## src/rtl/transfer_commit.sv

```systemverilog
// transfer_commit: moves amount from sender to receiver balance in player RAM, committing both words only if no error applies.
module transfer_commit #(
  parameter int ADDR_W = 4
) (
  input  logic              clock,
  input  logic              reset,
  input  logic              start,
  input  logic [ADDR_W-1:0] sender_addr,
  input  logic [ADDR_W-1:0] receiver_addr,
  input  logic [7:0]        amount,
  input  logic [10:0]       memory_out,
  output logic [ADDR_W-1:0] mem_address,
  output logic [10:0]       mem_data_in,
  output logic              mem_wren,
  output logic              busy,
  output logic              done,
  output logic [1:0]        error_code
);
  typedef enum logic [3:0] {IDLE, RD_S, CAP_S, RD_R, CAP_R, CHECK, WR_S, WR_R, FIN} state_t;
  state_t state_q, state_d;
  logic [ADDR_W-1:0] snd_q, snd_d, rcv_q, rcv_d, mem_address_q, mem_address_d;
  logic [7:0] amt_q, amt_d;
  logic [10:0] sw_q, sw_d, rw_q, rw_d, mem_data_in_q, mem_data_in_d;
  logic mem_wren_q, mem_wren_d, busy_q, busy_d, done_q, done_d;
  logic [1:0] error_code_q, error_code_d, err;
  logic [8:0] sum;
  always_comb begin
    snd_d = snd_q;
    rcv_d = rcv_q;
    amt_d = amt_q;
    sw_d = sw_q;
    rw_d = rw_q;
    state_d = state_q;
    sum = {1'b0, rw_q[7:0]} + {1'b0, amt_q};
    err = (snd_q == rcv_q) ? 2'b11 : (sw_q[7:0] < amt_q) ? 2'b01 : sum[8] ? 2'b10 : 2'b00;
    case (state_q)
      IDLE: if (start) begin
        snd_d = sender_addr;
        rcv_d = receiver_addr;
        amt_d = amount;
        state_d = RD_S;
      end
      RD_S:  state_d = CAP_S;
      CAP_S: begin sw_d = memory_out; state_d = RD_R; end
      RD_R:  state_d = CAP_R;
      CAP_R: begin rw_d = memory_out; state_d = CHECK; end
      CHECK: state_d = (err != 2'b00) ? FIN : WR_S;
      WR_S:  state_d = WR_R;
      WR_R:  state_d = FIN;
      default: state_d = IDLE;
    endcase
    // outputs are registered, so they are decoded from the state being entered
    mem_wren_d = (state_d == WR_S) || (state_d == WR_R);
    mem_address_d = (state_d inside {RD_S, CAP_S, WR_S}) ? snd_d :
                    (state_d inside {RD_R, CAP_R, WR_R}) ? rcv_d : '0;
    mem_data_in_d = (state_d == WR_S) ? {sw_d[10:8], sw_d[7:0] - amt_d} :
                    (state_d == WR_R) ? {rw_d[10:8], sum[7:0]} : 11'd0;
    busy_d = state_d != IDLE;
    done_d = state_d == FIN;
    error_code_d = (state_q == CHECK && state_d == FIN) ? err : 2'b00;
  end
  always_ff @(posedge clock or posedge reset) begin
    if (reset) begin
      state_q <= IDLE;
      snd_q <= '0;
      rcv_q <= '0;
      amt_q <= '0;
      sw_q <= '0;
      rw_q <= '0;
      mem_address_q <= '0;
      mem_data_in_q <= '0;
      mem_wren_q <= 1'b0;
      busy_q <= 1'b0;
      done_q <= 1'b0;
      error_code_q <= 2'b00;
    end else begin
      state_q <= state_d;
      snd_q <= snd_d;
      rcv_q <= rcv_d;
      amt_q <= amt_d;
      sw_q <= sw_d;
      rw_q <= rw_d;
      mem_address_q <= mem_address_d;
      mem_data_in_q <= mem_data_in_d;
      mem_wren_q <= mem_wren_d;
      busy_q <= busy_d;
      done_q <= done_d;
      error_code_q <= error_code_d;
    end
  end
  assign mem_address = mem_address_q;
  assign mem_data_in = mem_data_in_q;
  assign mem_wren = mem_wren_q;
  assign busy = busy_q;
  assign done = done_q;
  assign error_code = error_code_q;
endmodule
```

## config.mk

```make
export PLATFORM = sky130hd
export DESIGN_NAME = transfer_commit
export DESIGN_NICKNAME = d
export VERILOG_FILES = /design/src/rtl/transfer_commit.sv
export SDC_FILE = /design/constraint.sdc
export NUM_CORES = 1
export LEC_CHECK = 0
export ABC_CLOCK_PERIOD_IN_PS = 3200
export BUFFER_PORTS_ARGS = -buffer_cell sky130_fd_sc_hd__buf_2
export CAP_MARGIN = 10
export CORE_UTILIZATION = 44
export CTS_BUF_LIST = sky130_fd_sc_hd__clkbuf_4 sky130_fd_sc_hd__clkbuf_8
export CTS_CLUSTER_DIAMETER = 200
export DETAILED_ROUTE_END_ITERATION = 10
export SLEW_MARGIN = 20
export SYNTH_ARGS = -nofsm -noshare
export SYNTH_HDL_FRONTEND = slang
export SYNTH_SLANG_ARGS = --single-unit
export TNS_END_PERCENT = 5
```

## constraint.sdc

```tcl
create_clock -name clock -period 3.2 [get_ports clock]
set_input_delay 0.32 -clock clock [delete_from_list [all_inputs] [get_ports clock]]
set_output_delay 0.32 -clock clock [all_outputs]
set_load 0.01 [all_outputs]
```

* Word-level counts from Yosys, hierarchy flattened *
Index checks and enable logic that the tools add are counted.
W data, S select, Z words.

word-level totals
  memories = 0
  bits in registers = 62
  logic and storage cells = 57
  RAM bits = 0
  input port bits = 30
  bits in latches = 0
  output and inout port bits = 20
  memory bits (read-only) = 0

operators by class
  divide/modulo/power cells = 0
  add/subtract/negate cells = 2
  multiply operators = 0
  reductions and logical operators = 7
  $lt $le $gt $ge = 1
  shifts and indexed selects = 0
  bitwise operators = 0
  equality and inequality tests = 15
  mux-type cells = 19

operator list
  operator              number
  $mux W11              4
  $mux W4               8
  $pmux W4 S8           1
  $eq A4 B3 Y1 const B  7
  $eq A4 B2 Y1 const B  4
  $mux W8               2
  $add A8 B8 Y9         1
  $eq A4 B1 Y1 const B  2
  $lt A8 B8 Y1          1
  $mux W2               4
  $sub A8 B8 Y8         1
  $reduce_bool A3 Y1    2
  $eq A4 B4 Y1          1
  $eq A4 B4 Y1 const B  1
  $logic_not A4 Y1      1
  $reduce_bool A4 Y1    1
  $reduce_bool A2 Y1    1
  $logic_and A1 B1 Y1   1
  $logic_or A1 B1 Y1    1

* Logic depth before layout (Yosys ltp) *
Gate-level depths: netlist (run 1).

  depth in word-level cells = 11
  gate-level depth with buffers = 15
  gate-level depth less buffers = 12

* Worst setup path after synthesis (run 1) *
No wires, ideal clock.

  kind = register to register
  start = reg state_q[1]
  end = reg mem_data_in_q[6], in the netlist mem_data_in[6]
  path buffers = 3
  required time = 3.115 ns
  slack = 0.328 ns
  stages on the path, launching flop included = 16
  arrival time = 2.788 ns
  period minus slack after synthesis = 2.872 ns
  setup time = 0.085 ns
  cell sequence = dfrtp_1 > buf_2 > nor2_1 > and3_1 > buf_2 > buf_2 > mux2i_1 > inv_1 > fa_1 > nor2b_1 > o21ai_0 > nand2b_1 > a21o_1 > a21oi_1 > xor2_1 > o22ai_1

between the ends
  elaborated cells between the ends (all ways) = 17
  those cells by class = add/sub: 1; eq/ne: 9; mux: 6; reduce/logical: 1

RTL lines
  item                      RTL line  RTL
  start: declaration        20        state_t state_q, state_d;
  start signal: assignment  77        state_q <= state_d;
  $logic_not A4 Y1          36        case (state_q)
  $mux W8                   36
  via amt_d[1]              22        logic [7:0] amt_q, amt_d;
  $sub A8 B8 Y8             56        mem_data_in_d = (state_d == WR_S) ? {sw_d[10:8], sw_d[7:0] - amt_d} :
  $mux W11                  56
  via mem_data_in_d[6]      23        logic [10:0] sw_q, sw_d, rw_q, rw_d, mem_data_in_q, mem_data_in_d;
  end signal: assignment    84        mem_data_in_q <= mem_data_in_d;
  end: declaration          23

The timed path passes the listed nets, and every way through them passes these cells.
A chain may end at the register's enable or synchronous reset.

* Worst setup path in the final report (run 1) *
  start = reg state_q[0]
  end = reg mem_data_in_q[7], in the netlist mem_data_in[7]

between the ends
  elaborated cells between the ends (all ways) = 17
  those cells by class = add/sub: 1; eq/ne: 9; mux: 6; reduce/logical: 1

RTL lines
  item                  RTL line
  $eq A4 B2 Y1          36
  $mux W11              36
  via sw_d[1]           23
  $sub A8 B8 Y8         56
  $mux W11              56
  via mem_data_in_d[7]  23

The timed path passes the listed nets, and every way through them passes these cells.

==> metrics.md, run 1 <==
| Metric | Value |
|---|---|
| Status | `finished, final reports clean` |
| PwrDens | `between 1000 and 1500 nW/um2` |
| Final Skew | `around 10 ps` |
| Share of layout cells above drive strength 1 | `a little under a third` |
| Place WS | `227 ps` |
| Area occupied by registers | `~1600 um2` |
| Largest net degree at the start of global routing | `39` |
| M1 wire length | `roughly 3.2 mm` |
| Hold Buf Count CTS | `0` |
| Ant. Diodes | `0` |
| Slew Viols, Final | `0` |
| Detailed Place HPWL | `roughly 5.3 mm` |
| Per-cell routed wire length | `roughly 16 um` |
| Pre-Repair DR Iteration Count | `4` |
| I/O Pins | `50` |
| Initial Util | `a little under half` |
| Peak VDD IR | `~400 uV` |
| Overflow after GRT | `0` |
| Vias in the first global route | `2348` |
| Vias per inst | `roughly 5.2` |
| Footprint of the multi-input gates | `1550 um2` |
| Chip width | `between 80 and 90 um` |
| Mapped cell area | `3250 um2` |
| Synth top area cells | `dfrtp_1 48%, ha_1 8.5%, mux2_2 8.3%` |
| First-pass GRT wire length | `about 12 mm` |
| Leakage | `roughly 1.9 nW` |
| P&R area growth vs syn | `16.9%` |
| Number of synthesized flops with an enable pin | `0` |
| Wire length on met2 | `3.51 mm` |
| Hold WS | `approximately 6 ps` |
| Tcrit/Tclk final | `between 90% and 100%` |
| Root Buffer | `clkbuf_8` |
| Gpl congestion | `~0.78` |
| Netlist cell types | `45` |
| CP Class | `reg2reg` |
| Mapped Nets | `~340` |
| Vias | `2284` |
| Cell Rows | `30` |
| Ys flop type | `dfrtp_1` |
| Hold crit path type | `in2async` |
| Min Tclk post-route | `2980 ps` |
| Startpoint Class | `flip-flop` |
| Final setup fails | `0` |
| Htree depth | `3` |
| Design area | `between 3000 and 4000 um2` |
| CP Max Fanout | `10` |
| Core outline area | `6940 um2` |
| Mapped Cells | `about 280` |
| Slew @ Worst Pin | `509 ps` |
| Highest metal used | `met4` |
| Sequential-to-total area share from yosys stat | `47.8%` |
| Post-route ant nets | `0` |
| Synth warn | `0` |
| Clk sinks | `between 60 and 70` |
| Crit path DAT | `between 3000 and 4000 ps` |
| Post-synth top area share | `between 40% and 50%` |
| RSZ-0062 raised after global routing | `no` |
| Post-layout util | `between 50% and 60%` |
| Area leader, netlist | `dfrtp_1` |
| Syn_area_per_cell | `11.5 um2` |
| Slew margin rel. | `between 60% and 70%` |
| Die Height | `87.9 um` |
| Crit path capture type | `flip-flop` |
| Worst setup margin | `between 200 and 250 ps` |
| Layout Nets | `approximately 400` |
| Drt total wl | `a little over 7 mm` |
| Clk_lat worst skew | `340 ps` |
| Final Hold Vio Count | `0` |
| FMAX | `approximately 340 MHz` |
| Ys async rst share | `between 90% and 100%` |
| Area of the die | `approximately 7700 um2` |
| Final std cells w/o fill | `approximately 440` |
| Placed cell areas | `roughly 3600 um2` |
| Max cap viols | `0` |
| CTS tree | `yes` |
| Critical Path RT | `3410 ps` |
| Antenna violations before repair | `0` |
| TNS Setup | `0 ps` |
| Synth Register Bits | `62` |
| Pwr Total | `~4.6 mW` |
| Metal3 WL | `~210 um` |
| IO Port Bufs | `a little under 50` |
| Num CTS Buffers | `9` |
| Filler Cells Inserted | `641` |
| Inst Count DP | `roughly 420` |
| CTS clock-pin slew for the worst setup and hold paths | `roughly 70 ps` |
| DRC errors left | `0` |
| GRT Total Usage | `between 20% and 30%` |
| Clock buffer depth | `2` |
| Initial DRC count | `83` |
==> logic make-up after synthesis <==
logic type	share of synthesized area, %
flip-flops	47.8
XOR/XNOR	4.31
buffers and inverters	4.62
adder cells (fa/ha/maj)	9.71
multiplexers	12.0
AND/OR/NAND/NOR	8.51
AO/OA/AOI/OAI	13.1
==> critical path, cell delays in order (launching register included) <==
cell and delay (ps):
dfrtp_1 470, nand2b_1 200, nor3_1 210, buf_4 220
mux2i_1 330, inv_1 120, ha_1 290, nor2b_1 130
o21ai_0 210, a21oi_1 150, o41ai_2 280, xnor2_1 160
o22ai_1 90
==> state kept, by name, summed over array words and instances, names as in the netlist <==
name / cells
mem_data_in: 11
rw_q: 11
sw_q: 11
amt_q: 8
mem_address: 4
rcv_q: 4
snd_q: 4
state_q: 4
error_code: 2
busy: 1
done: 1
mem_wren: 1
==> final cells by class <==
type	instances	area share (%)
Sequential cell	62	40.8
Tap cell	96	3.16
Multi-Input combinational cell	185	40.9
Clock buffer	13	4.55
Inverter	24	2.37
Timing Repair Buffer	57	8.04
Clock inverter	1	0.132
==> synthesized netlist by cell type (4+ instances only) <==
cell,number
dfrtp_1,62
inv_1,24
mux2_2,24
ha_1,22
nor2_1,13
a21oi_1,12
mux2i_1,12
xor2_1,12
buf_2,9
o21ai_0,9
nand2_1,8
nand2b_1,8
o22ai_1,6
a21o_1,5
nor2b_1,5
nor3_1,5
a22oi_1,4
xnor2_1,4
==> layer usage <==
| metal | up-vias | track usage, % |
|---|---|---|
| met2 | 43 | 33.8 |
| met5 | - | 0 |
| li1 | 1113 | - |
| met4 | 0 | 7.60 |
| met1 | 1119 | 25.7 |
| met3 | 9 | 5.84 |
==> final timing paths <==
path,startpoint,end,slack (ps),depth (start not counted)
setup reg to reg,state_q[0],mem_data_in[7],220,12
setup / recovery,state_q[0],mem_data_in[7],220,12
min in group clock,memory_out[1],rw_q[1],220,3
hold / removal,reset,mem_address[0],6,2
max in group asynchronous,reset,amt_q[7],2320,3
hold reg to reg,rw_q[8],rw_q[8],500,1
==> layout by cell type (no fill, tap or decap), types with 2 or more instances in the layout <==
cell type,n
dfrtp_1,62
fa_1,2
nor2_1,13
a22oi_1,4
o21ai_0,9
o221ai_1,3
nand2b_1,8
xnor2_1,4
a21oi_1,12
xor2_1,12
mux2i_1,12
a31oi_1,2
nand2_1,8
o22ai_1,6
and3_1,2
a21o_1,5
clkbuf_8,12
inv_1,23
o211a_1,3
nor2b_1,5
buf_2,49
nor3_1,5
o21ai_1,2
a32o_1,3
mux2_2,24
buf_4,8
nand3_1,2
ha_1,22
==> timing repair <==
action / CTS / global route
setup buffers: 0 / 0
setup endpoints to repair: 0 / 1
gates resized for setup: 0 / 1
==> where the power goes <==
part	internal, mW	total [mW]	switching (mW)
Clock	0.344	0.633	0.289
Combinational	1.20	2.57	1.38
Sequential	1.14	1.38	0.237
Note: power is estimated with default switching activity, not from simulation.
==> run 2: changes to the inputs <==
--- a/config.mk
+++ b/config.mk
@@ -12,6 +12,7 @@
 export CTS_BUF_LIST = sky130_fd_sc_hd__clkbuf_4 sky130_fd_sc_hd__clkbuf_8
 export CTS_CLUSTER_DIAMETER = 200
 export DETAILED_ROUTE_END_ITERATION = 10
+export MAX_ROUTING_LAYER = met4
 export SLEW_MARGIN = 20
 export SYNTH_ARGS = -nofsm -noshare
 export SYNTH_HDL_FRONTEND = slang
==> metrics.md, run 2 (synthesized netlist as in run 1, its figures left out) <==
| Metric | Value |
|---|---|
| Status | `finished, final reports clean` |
| Chip width | `87.9 um (unchanged)` |
| CTS-repair resized insts | `0 (unchanged)` |
| Antenna violations before repair | `0 (unchanged)` |
| Most frequent cells in the layout | `62 x dfrtp_1, 49 x buf_2, 24 x mux2_2` |
| Crit path DAT | `3180 ps (about the same)` |
| Slew @ Worst Pin | `509 ps (-0.478 ps)` |
| Clk_lat worst skew | `340 ps (about the same)` |
| Inst Count DP | `424 (unchanged)` |
| Cell Rows | `30 (unchanged)` |
| Slew margin rel. | `66.0% (about the same)` |
| Highest metal used | `met4` |
| PwrDens | `1210 nW/um2 (about the same)` |
| Clock buffer depth | `2 (unchanged)` |
| I/O Pins | `50 (unchanged)` |
| TNS Setup | `0 ps (unchanged)` |
| Ant. Diodes | `0 (unchanged)` |
| Filler Cells Inserted | `641 (unchanged)` |
| Tcrit/Tclk final | `92.9% (about the same)` |
| Wire length on met2 | `3.48 mm (-0.94%)` |
| Share of layout cells above drive strength 1 | `30.7% (unchanged)` |
| Metal3 WL | `229 um (+8.5%)` |
| Core outline area | `6940 um2 (unchanged)` |
| Postcts setup bufs | `0 (unchanged)` |
| Post-route ant nets | `0 (unchanged)` |
| Clk sinks | `62 (unchanged)` |
| Leakage | `1.89 nW (unchanged)` |
| DRC errors left | `0 (unchanged)` |
| Final Hold Vio Count | `0 (unchanged)` |
| IO Port Bufs | `49 (unchanged)` |
| Crit path capture type | `flip-flop` |
| Design area | `3800 um2 (unchanged)` |
| Final setup fails | `0 (unchanged)` |
| Root Buffer | `clkbuf_8` |
| Area of the die | `7730 um2 (unchanged)` |
| Pre-Repair DR Iteration Count | `4 (unchanged)` |
| Hold Buf Count CTS | `0 (unchanged)` |
| Most common cell after layout, fill and taps aside | `dfrtp_1` |
| Htree depth | `3 (unchanged)` |
| RSZ-0062 raised after global routing | `no` |
| Final std cells w/o fill | `438 (unchanged)` |
| Slew Viols, Final | `0 (unchanged)` |
| First-pass GRT wire length | `11.5 mm (about the same)` |
| Overflow after GRT | `0 (unchanged)` |
| Layout Nets | `393 (unchanged)` |
| Gpl congestion | `0.794 (+1.4%)` |
| CP Class | `reg2reg` |
| Critical-path cell list | `nand2b_1 > nor3_1 > buf_4 > mux2i_1 > inv_1 > ha_1 > nor2b_1 > o21ai_0 > a21oi_1 > o41ai_2 > xnor2_1 > o22ai_1` |
| Final Skew | `10.8 ps (+0.327 ps)` |
| Largest net degree at the start of global routing | `39 (unchanged)` |
| Vias in the first global route | `2341 (-0.30%)` |
| CP max stage cell | `dfrtp_1` |
| Vias per inst | `5.21 (about the same)` |
| CP Max Fanout | `10 (unchanged)` |
| Die Height | `87.9 um (unchanged)` |
| Placed cell areas | `3610 um2 (unchanged)` |
| Initial DRC count | `95 (+14%)` |
| P&R area growth vs syn | `16.9% (unchanged)` |
| Max cap viols | `0 (unchanged)` |
| Peak VDD IR | `401 uV (+0.14%)` |
| CTS clock-pin slew for the worst setup and hold paths | `70 ps (about the same)` |
| Drt total wl | `7.04 mm (-0.35%)` |
| FMAX | `336 MHz (about the same)` |
| GRT Total Usage | `21.2% (+0.66 points)` |
| Num CTS Buffers | `9 (unchanged)` |
| M1 wire length | `3.22 mm (-0.80%)` |
| Hold crit path type | `in2async` |
| CTS tree | `yes` |
| Initial Util | `46.8% (unchanged)` |
| Vias | `2283 (-0.044%)` |
| Detailed Place HPWL | `5.29 mm (unchanged)` |
| Min Tclk post-route | `2970 ps (-2.43 ps)` |
| Slowest stage delay, CP | `470 ps (about the same)` |
| Startpoint Class | `flip-flop` |
| Per-cell routed wire length | `16.1 um (-0.35%)` |
| Critical Path RT | `3410 ps (about the same)` |
[run 2: cell counts in the layout (fill, tap and decap cells not counted)]
No cell type changed its count.
[run 2: layout make-up]
cell class,instances,area (um2),area share (%)
clock inverters,1,5.00,0.132
multi-input cells,185,1550,40.9
inverters,24,90.1,2.37
repair buffers,57,305,8.04
flip-flops and latches,62,1550,40.8
clock buffers,13,173,4.55
well taps,96,120,3.16
[run 2: final timing paths]
check	start	to	slack, ps	cells after the start
min in group clock	memory_out[1]	rw_q[1]	220	3
setup / recovery	state_q[0]	mem_data_in[7]	230	12
hold / removal	reset	mem_address[0]	7	2
max in group asynchronous	reset	amt_q[7]	2310	3
hold reg to reg	rw_q[8]	rw_q[8]	500	1
setup reg to reg	state_q[0]	mem_data_in[7]	230	12
[run 2: per-layer routing]
layer,vias up,track usage [%]
met1,1112,25.7
met4,0,7.60
met3,10,5.84
met5,-,-
li1,1112,-
met2,49,33.8
[run 2: worst max-delay path: cells and delay by family, from the launching register on]
| kind | cells | cell delay (ps) |
|---|---|---|
| AOI/OAI and AO/OA | 4 | 730 |
| xor gates and xnor gates | 1 | 160 |
| adders and majority gates | 1 | 280 |
| buffers and inverters | 2 | 330 |
| DFF | 1 | 470 |
| muxes | 1 | 330 |
| and+or+nand+nor | 3 | 530 |
[run 2: report_power, final]
part | switching (mW) | internal (mW)
logic | 1.37 | 1.20
clock network | 0.288 | 0.344
registers | 0.237 | 1.14
[run 2: per-stage QoR]
stage / setup slack [ps] / utilization, % / hold WS [ps] / power (mW)
6_report: 226 / 54.7 / 6.99 / 4.58
5_1_grt: 2.49 / 54.7 / 37.9 / 4.97
4_1_cts: 203 / 54.6 / 17.1 / 4.58
3_5_place_dp: 227 / 52.0 / 388 / 3.93
3_3_place_gp: 341 / 52.0 / 379 / 3.89
2_1_floorplan: 328 / - / 437 / 3.31
